--- src/rtl/serial_rx_10k.sv ---
// serial_rx_10k: receiver-side bit recovery for the 10 kbit/s Sender link.
// Oversamples rx_in, finds the start bit, samples each bit at its midpoint,
// assembles an LSB-first word and checks the stop bit before presenting it.
// Optional feature macro: SERIAL_RX_PARITY_EN. When it is defined, an even-parity
// bit follows the data bits, and a parity mismatch turns the frame into frame_err.
module serial_rx_10k #(
  parameter int CLKS_PER_BIT = 2000,
  parameter int DATA_BITS    = 8
) (
  input  logic                 clock_in,
  input  logic                 reset,
  input  logic                 rx_in,
  output logic [DATA_BITS-1:0] data_out,
  output logic                 data_valid,
  output logic                 frame_err,
  output logic                 busy
);

  localparam int CNT_W = $clog2(CLKS_PER_BIT);
  localparam int IDX_W = (DATA_BITS > 1) ? $clog2(DATA_BITS) : 1;

  localparam logic [CNT_W-1:0] CNT_MID  = CNT_W'(CLKS_PER_BIT / 2 - 1);
  localparam logic [CNT_W-1:0] CNT_LAST = CNT_W'(CLKS_PER_BIT - 1);
  localparam logic [IDX_W-1:0] IDX_LAST = IDX_W'(DATA_BITS - 1);

  typedef enum logic [2:0] {
    IDLE,
    START,
    DATA,
`ifdef SERIAL_RX_PARITY_EN
    PARITY,
`endif
    STOP
  } state_t;

  state_t               state;
  logic [CNT_W-1:0]     clk_cnt;
  logic [IDX_W-1:0]     bit_idx;
  logic [DATA_BITS-1:0] shift_reg;

  logic                 rx_meta;
  logic                 rx_s;
  logic                 rx_prev;
  logic [1:0]           sync_fill;
  logic                 armed;
  logic                 start_edge;
  logic                 stop_good;

`ifdef SERIAL_RX_PARITY_EN
  logic                 par_err;
`endif

  // Two-flop synchroniser plus one history flop for edge detection; sync_fill
  // marks when the reset values have been flushed out of the chain.
  always_ff @(posedge clock_in or posedge reset) begin
    if (reset) begin
      rx_meta   <= 1'b1;
      rx_s      <= 1'b1;
      rx_prev   <= 1'b1;
      sync_fill <= 2'b00;
    end else begin
      rx_meta   <= rx_in;
      rx_s      <= rx_meta;
      rx_prev   <= rx_s;
      sync_fill <= {sync_fill[0], 1'b1};
    end
  end

  // A start needs a real high-to-low transition seen after the line was high
  // in IDLE, so a line stuck low after reset or a break never starts a frame.
  always_comb begin
    start_edge = armed & rx_prev & ~rx_s;
`ifdef SERIAL_RX_PARITY_EN
    stop_good  = rx_s & ~par_err;
`else
    stop_good  = rx_s;
`endif
  end

  // Frame FSM with registered strobes, busy flag and the received word.
  always_ff @(posedge clock_in or posedge reset) begin
    if (reset) begin
      state      <= IDLE;
      clk_cnt    <= '0;
      bit_idx    <= '0;
      shift_reg  <= '0;
      data_out   <= '0;
      data_valid <= 1'b0;
      frame_err  <= 1'b0;
      busy       <= 1'b0;
      armed      <= 1'b0;
`ifdef SERIAL_RX_PARITY_EN
      par_err    <= 1'b0;
`endif
    end else begin
      data_valid <= 1'b0;
      frame_err  <= 1'b0;

      case (state)
        IDLE: begin
          armed <= sync_fill[1] & rx_s;
          if (start_edge) begin
            state   <= START;
            clk_cnt <= '0;
            busy    <= 1'b1;
            armed   <= 1'b0;
          end
        end

        START: begin
          if (clk_cnt == CNT_MID) begin
            clk_cnt <= '0;
            if (!rx_s) begin
              bit_idx   <= '0;
              shift_reg <= '0;
              state     <= DATA;
`ifdef SERIAL_RX_PARITY_EN
              par_err   <= 1'b0;
`endif
            end else begin
              state <= IDLE;
              busy  <= 1'b0;
            end
          end else begin
            clk_cnt <= clk_cnt + CNT_W'(1);
          end
        end

        DATA: begin
          if (clk_cnt == CNT_LAST) begin
            clk_cnt            <= '0;
            shift_reg[bit_idx] <= rx_s;
            if (bit_idx == IDX_LAST) begin
`ifdef SERIAL_RX_PARITY_EN
              state <= PARITY;
`else
              state <= STOP;
`endif
            end else begin
              bit_idx <= bit_idx + IDX_W'(1);
            end
          end else begin
            clk_cnt <= clk_cnt + CNT_W'(1);
          end
        end

`ifdef SERIAL_RX_PARITY_EN
        PARITY: begin
          if (clk_cnt == CNT_LAST) begin
            clk_cnt <= '0;
            par_err <= (^shift_reg) ^ rx_s;
            state   <= STOP;
          end else begin
            clk_cnt <= clk_cnt + CNT_W'(1);
          end
        end
`endif

        STOP: begin
          if (clk_cnt == CNT_LAST) begin
            clk_cnt <= '0;
            if (stop_good) begin
              data_out   <= shift_reg;
              data_valid <= 1'b1;
            end else begin
              frame_err  <= 1'b1;
            end
            state <= IDLE;
            busy  <= 1'b0;
            armed <= 1'b0;
          end else begin
            clk_cnt <= clk_cnt + CNT_W'(1);
          end
        end

        default: begin
          state   <= IDLE;
          clk_cnt <= '0;
          busy    <= 1'b0;
          armed   <= 1'b0;
        end
      endcase
    end
  end

endmodule

--- config.mk ---
export PLATFORM = sky130hd
export DESIGN_NAME = serial_rx_10k
export DESIGN_NICKNAME = d
export VERILOG_FILES = /design/src/rtl/serial_rx_10k.sv
export SDC_FILE = /design/constraint.sdc
export NUM_CORES = 1
export LEC_CHECK = 0
export BUFFER_PORTS_ARGS = -buffer_cell sky130_fd_sc_hd__buf_2
export CELL_PAD_IN_SITES_DETAIL_PLACEMENT = 0
export CELL_PAD_IN_SITES_GLOBAL_PLACEMENT = 1
export CORE_AREA = 5 5 92 60
export CTS_CLUSTER_DIAMETER = 30
export DETAILED_ROUTE_END_ITERATION = 7
export DIE_AREA = 0 0 97 65
export HOLD_SLACK_MARGIN = 0.08
export PLACE_DENSITY = 0.83
export REMOVE_ABC_BUFFERS = 1
export SKIP_CTS_REPAIR_TIMING = 1
export SLEW_MARGIN = 15
export SYNTH_ARGS = -nofsm -noshare
export SYNTH_HDL_FRONTEND = slang
export SYNTH_SLANG_ARGS = --single-unit
--- constraint.sdc ---
create_clock -name clock_in -period 4 [get_ports clock_in]
set_input_delay 0.2 -clock clock_in [delete_from_list [all_inputs] [get_ports clock_in]]
set_output_delay 0.2 -clock clock_in [all_outputs]
set_load 0.01 [all_outputs]
; ---- Yosys cells after proc, flatten, opt, wreduce, memory -nomap -nowiden
; Cells that the tools add are included.
[totals]
ff_bits = 42
inputBits = 3
output_inout_bits = 11
wordCells = 84
[classes]
n_addsub = 2
n_lt_le_gt_ge = 2
eq_ne = 14
muxes = 36
n_bitwise = 6
n_reduce_logical = 11
[ops]
columns = operator, n
row1 = two-way mux 11 bit, 3
row2 = one-hot mux 11 bit (3 select lines), 1
row3 = two-way mux 3 bit, 9
row4 = two-way mux 8 bit, 3
row5 = != test 2 bit (second input constant), 8
row6 = one-hot mux 8 bit (2 select lines), 1
row7 = AND reduction 5 bit, 3
row8 = two-way mux 1 bit, 12
row9 = one-hot mux 3 bit (4 select lines), 1
row10 = adder 11 x 1 -> 11 bit (second input constant), 1
row11 = equality test 11 x 10 -> 1 bit (second input constant), 1
row12 = equality test 11 bit (second input constant), 1
row13 = bitwise mux 8 bit, 1
row14 = equality test 3 x 2 -> 1 bit (second input constant), 2
row15 = one-hot mux 3 bit (2 select lines), 1
row16 = less-than comparator 3 x 4 -> 1 bit (second input constant), 1
row17 = one-hot mux 1 bit (4 select lines), 1
row18 = AND reduction 4 bit, 1
row19 = OR reduction 2 bit, 2
row20 = adder 3 x 1 -> 3 bit (second input constant), 1
row21 = AND 1 bit, 3
row22 = demux 1 bit (select 3 bit), 1
row23 = equality test 3 x 1 -> 1 bit (second input constant), 1
row24 = equality test 3 bit (second input constant), 1
row25 = 9 further kinds, 11

; ---- Depth between registers and ports, before layout
[logic_depth]
ltp_word = 7
depth_mapped = 7
mapped_depth_nobuf = 6

; ---- Least setup slack after synthesis
; OpenSTA, ideal clock, no wires.
[synth_path]
kind = flip-flop to flip-flop
startpoint = register clk_cnt[0]
endpoint = register data_out[0]
setup_ns = 0.125
arrival_time_ns = 1.730
required_ns = 3.875
path_slack_ns = 2.145
path_stages_with_launch = 8
path_cell_list = dfrtp_1 ha_1 and4b_1 buf_6 nand4_4 or2_1 buf_4 mux2_4
[synth_via]
elab_chain_cells = 2
[synth_lines]
columns = item, line_no
row1 = from (decl), 37  ; logic [CNT_W-1:0] clk_cnt;
row2 = from (signal assigned), 125  ; clk_cnt <= clk_cnt + CNT_W'(1);
row3 = from (signal assigned), 143  ; clk_cnt <= clk_cnt + CNT_W'(1);
row4 = from (signal assigned), 172  ; clk_cnt <= clk_cnt + CNT_W'(1);
row5 = equality test 11 bit, 160  ; if (clk_cnt == CNT_LAST) begin
row6 = AND reduction 3 bit (no source line), -
row7 = to (signal assigned), 163  ; data_out <= shift_reg;
row8 = to (decl), 13  ; output logic [DATA_BITS-1:0] data_out,
; No other way between the ends.
; A chain may end at the register's enable or synchronous reset.

; ---- Worst setup path in the final report
[layout_path]
startpoint = register clk_cnt[0]
endpoint = register data_out[5]
; The elaborated chain is that of the path after synthesis.

==> metrics.md <==
| Metric | Value |
|---|---|
| Die ar. | `0.006305 mm²` |
| Hold Path End | `sync_fill[1]` |
| Nets | `233` |
| Vias per cell | `5.819` |
| Vias | `1,676` |
| CTS max path bufs | `2` |
| Global route total overflow | `0` |
| First-pass GRT wire length | `8017 µm` |
| Router iterations before antenna repair | `4` |
| Gr usage total | `0.1590` |
| Routed Antenna Nets | `0` |
| Row cnt | `20` |
| Clock root buffer | `clkbuf_8` |
| Hold Path Stages | `0` |
| Top post-synthesis cells by area | `dfrtp_1 (42%), mux2_4 (5.3%), ha_1 (4.9%)` |
| Worst Path Arrival | `2.49 ns` |
| Clock Sinks | `41` |
| # IOs | `14` |
| Vias in the first global route | `1,555` |
| Synth top area share | `0.4176` |
| Yosys cell types | `54` |
| Port Buffers | `13` |
| Crit-path max FO | `9` |
| Largest net degree at the start of global routing | `42` |
| Routed len/inst | `16.44 µm` |
| Layout cell share with drive strength beyond 1 | `0.1982` |
| F_max | `431.4 MHz` |
| WL final | `4734 µm` |
| Worst Setup SP | `clk_cnt[0]` |
| RSZ-0062 raised after global routing | `false` |
| Syn. warnings | `0` |
| Max reg flops | `11` |
| RR Startpoint | `clk_cnt[0]` |
| Critical Path RT | `4.17 ns` |
| Worst Hold Class | `reg2reg` |
| H-tree levels | `2` |
| Peak VDD IR | `342.5 µV` |
| Post-DP HPWL | `3250 µm` |
| DRT iter0 DRCs | `112` |
| Dominant cell type by area after synthesis | `dfrtp_1` |
| Post-route DRC violation count | `0` |
| Status | `finished clean` |
| FFs w/ async S/R, synth | `1.000` |
| Post-Syn Instances | `209` |
| Final Max Slew Viols | `0` |
| Register-to-Register Path Depth | `5` |
| Startpoint class of the critical path | `flip-flop` |
| Pwr/cell area | `426.1 mW/mm²` |
| GPL Wtd Cong | `0.8296` |
| RR Endpoint | `data_out[5]` |
| Flops & latches, synth | `41` |
| CTS tree | `done` |
| Post-synth EDFFs | `0` |
| Max_slew headroom | `0.4743` |
| Initial antenna violation count | `0` |
| LEAKAGE | `1.110 nW` |
| Placed instance area | `0.002371 mm²` |
| Clock transition at path regs | `0.08 ns` |
| Worst Tran Pin Value | `0.7856 ns` |
| Layout Skew | `0.01364 ns` |
| Core area | `0.004730 mm²` |
| Cts bufs inserted | `5` |
| Final min period | `2.318 ns` |
| Max-cap violations | `0` |
| Top_reg_cell synth | `dfrtp_1` |
| Fin area | `0.002499 mm²` |
| Die span in y | `65 µm` |
| Starting density of the core | `0.4815` |
| Type of the worst setup path | `reg2reg` |
| Hold wc startpoint | `sync_fill[0]` |
| Die X | `97 µm` |
| Setup tns final | `0 ns` |
| Period utilization | `0.5795` |
| Mapped Avg Cell Area | `10.90 µm²` |
| Final count of hold timing violations | `0` |
| Area Growth Syn to Fin | `9.725%` |
| Antenna cells | `0` |
| Seq/Total Area, Yosys | `0.4522` |
| Mapped Area | `0.002277 mm²` |
| Fin util | `0.5283` |
| Worst-Skew Late Latency | `0.29 ns` |
| Setup violations, final | `0` |
| Worst Setup End Kind | `flip-flop` |
| Worst reg-to-reg setup slack | `1.68 ns` |
## how the worst max path moves through the flow
stage / endpoint / slack, ns
2_1_floorplan: data_out[0] / 2.00
3_3_place_gp: data_out[0] / 1.75
3_5_place_dp: data_out[5] / 1.74
4_1_cts: data_out[5] / 1.71
5_1_grt: clk_cnt[8] / 1.49
6_report: data_out[5] / 1.68
## power by group
| part | switching (mW) | internal (mW) | leakage (nW) | total [mW] |
|---|---|---|---|---|
| clock | 0.143 | 0.185 | 0.0552 | 0.328 |
| sequential | 0.0244 | 0.438 | 0.552 | 0.463 |
| combinational | 0.190 | 0.0834 | 0.503 | 0.274 |
## area by class of cell
class | count | area, µm²
Timing Repair Buffer | 16 | 92.59
Sequential cell | 41 | 1030
Fill cell | 412 | 2231
Multi-Input combinational cell | 144 | 1137
Tap cell | 66 | 82.58
Clock inverter | 2 | 35.03
Inverter | 13 | 48.80
Clock buffer | 6 | 72.57
## cells in the final DEF, fill, tap and decap left out, types with 2 or more instances in the layout
cell / n
a2bb2oi_1: 9
a41oi_1: 3
and4_1: 3
mux2_2: 2
and3_1: 3
clkbuf_8: 5
nand2_1: 15
o211ai_1: 5
nand3_1: 5
o21ai_0: 17
and4b_1: 2
o22ai_1: 2
nor3_1: 2
nor2b_1: 3
buf_2: 13
a31oi_1: 2
nor4_1: 9
nand2b_1: 4
nand4_1: 4
o41ai_1: 4
nor2_1: 3
ha_1: 9
inv_1: 12
dfrtp_1: 38
o311ai_1: 5
o2111ai_1: 2
dfstp_2: 3
mux2_4: 8
dlygate4sd3_1: 2
## critical path, cell delays in order (launching register included)
cell and delay [ns]:
dfrtp_1 0.44, ha_1 0.23, and4b_1 0.46, nand4_4 0.23, or2_1 0.47, mux2_4 0.37
## cells in the mapped netlist (all sizes together) (5+ instances only)
cell	number
dfrtp	38
o21ai	18
nand2	15
inv	13
mux2	10
a2bb2oi	9
ha	9
nor4	9
buf	6
o311ai	6
clkbuf	5
nand3	5
nand4	5
o211ai	5
## through the flow
stage	total power [mW]	setup WS, ns	cells	hold WS [ns]
floorplan	0.6645	1.997	198	0.2045
global placement	0.7351	1.746	278	0.3060
detailed placement	0.7342	1.745	278	0.3134
CTS	1.063	1.709	286	0.002094
global route	1.129	1.486	288	0.3723
finish	1.065	1.682	288	0.3592
## per-layer routing
layer  vias up  GRT usage  wire, µm
met2        53     0.1993      1812
met3         6    0.04301       275
met1       792     0.2593      2611
met4         0    0.03853        34
met5         -          0         0
li1        825          -         -
## cells by family after synthesis
| kind of cell | count (synthesis) | share of synthesized area |
|---|---|---|
| AND/OR/NAND/NOR | 63 | 0.1681 |
| AO/OA/AOI/OAI | 60 | 0.2132 |
| multiplexers | 11 | 0.06703 |
| flip-flops | 41 | 0.4522 |
| adder cells (fa/ha/maj) | 9 | 0.04945 |
| other | 1 | 0.001647 |
| buffers and inverters | 24 | 0.04835 |
(Power assumes the default switching activity.)
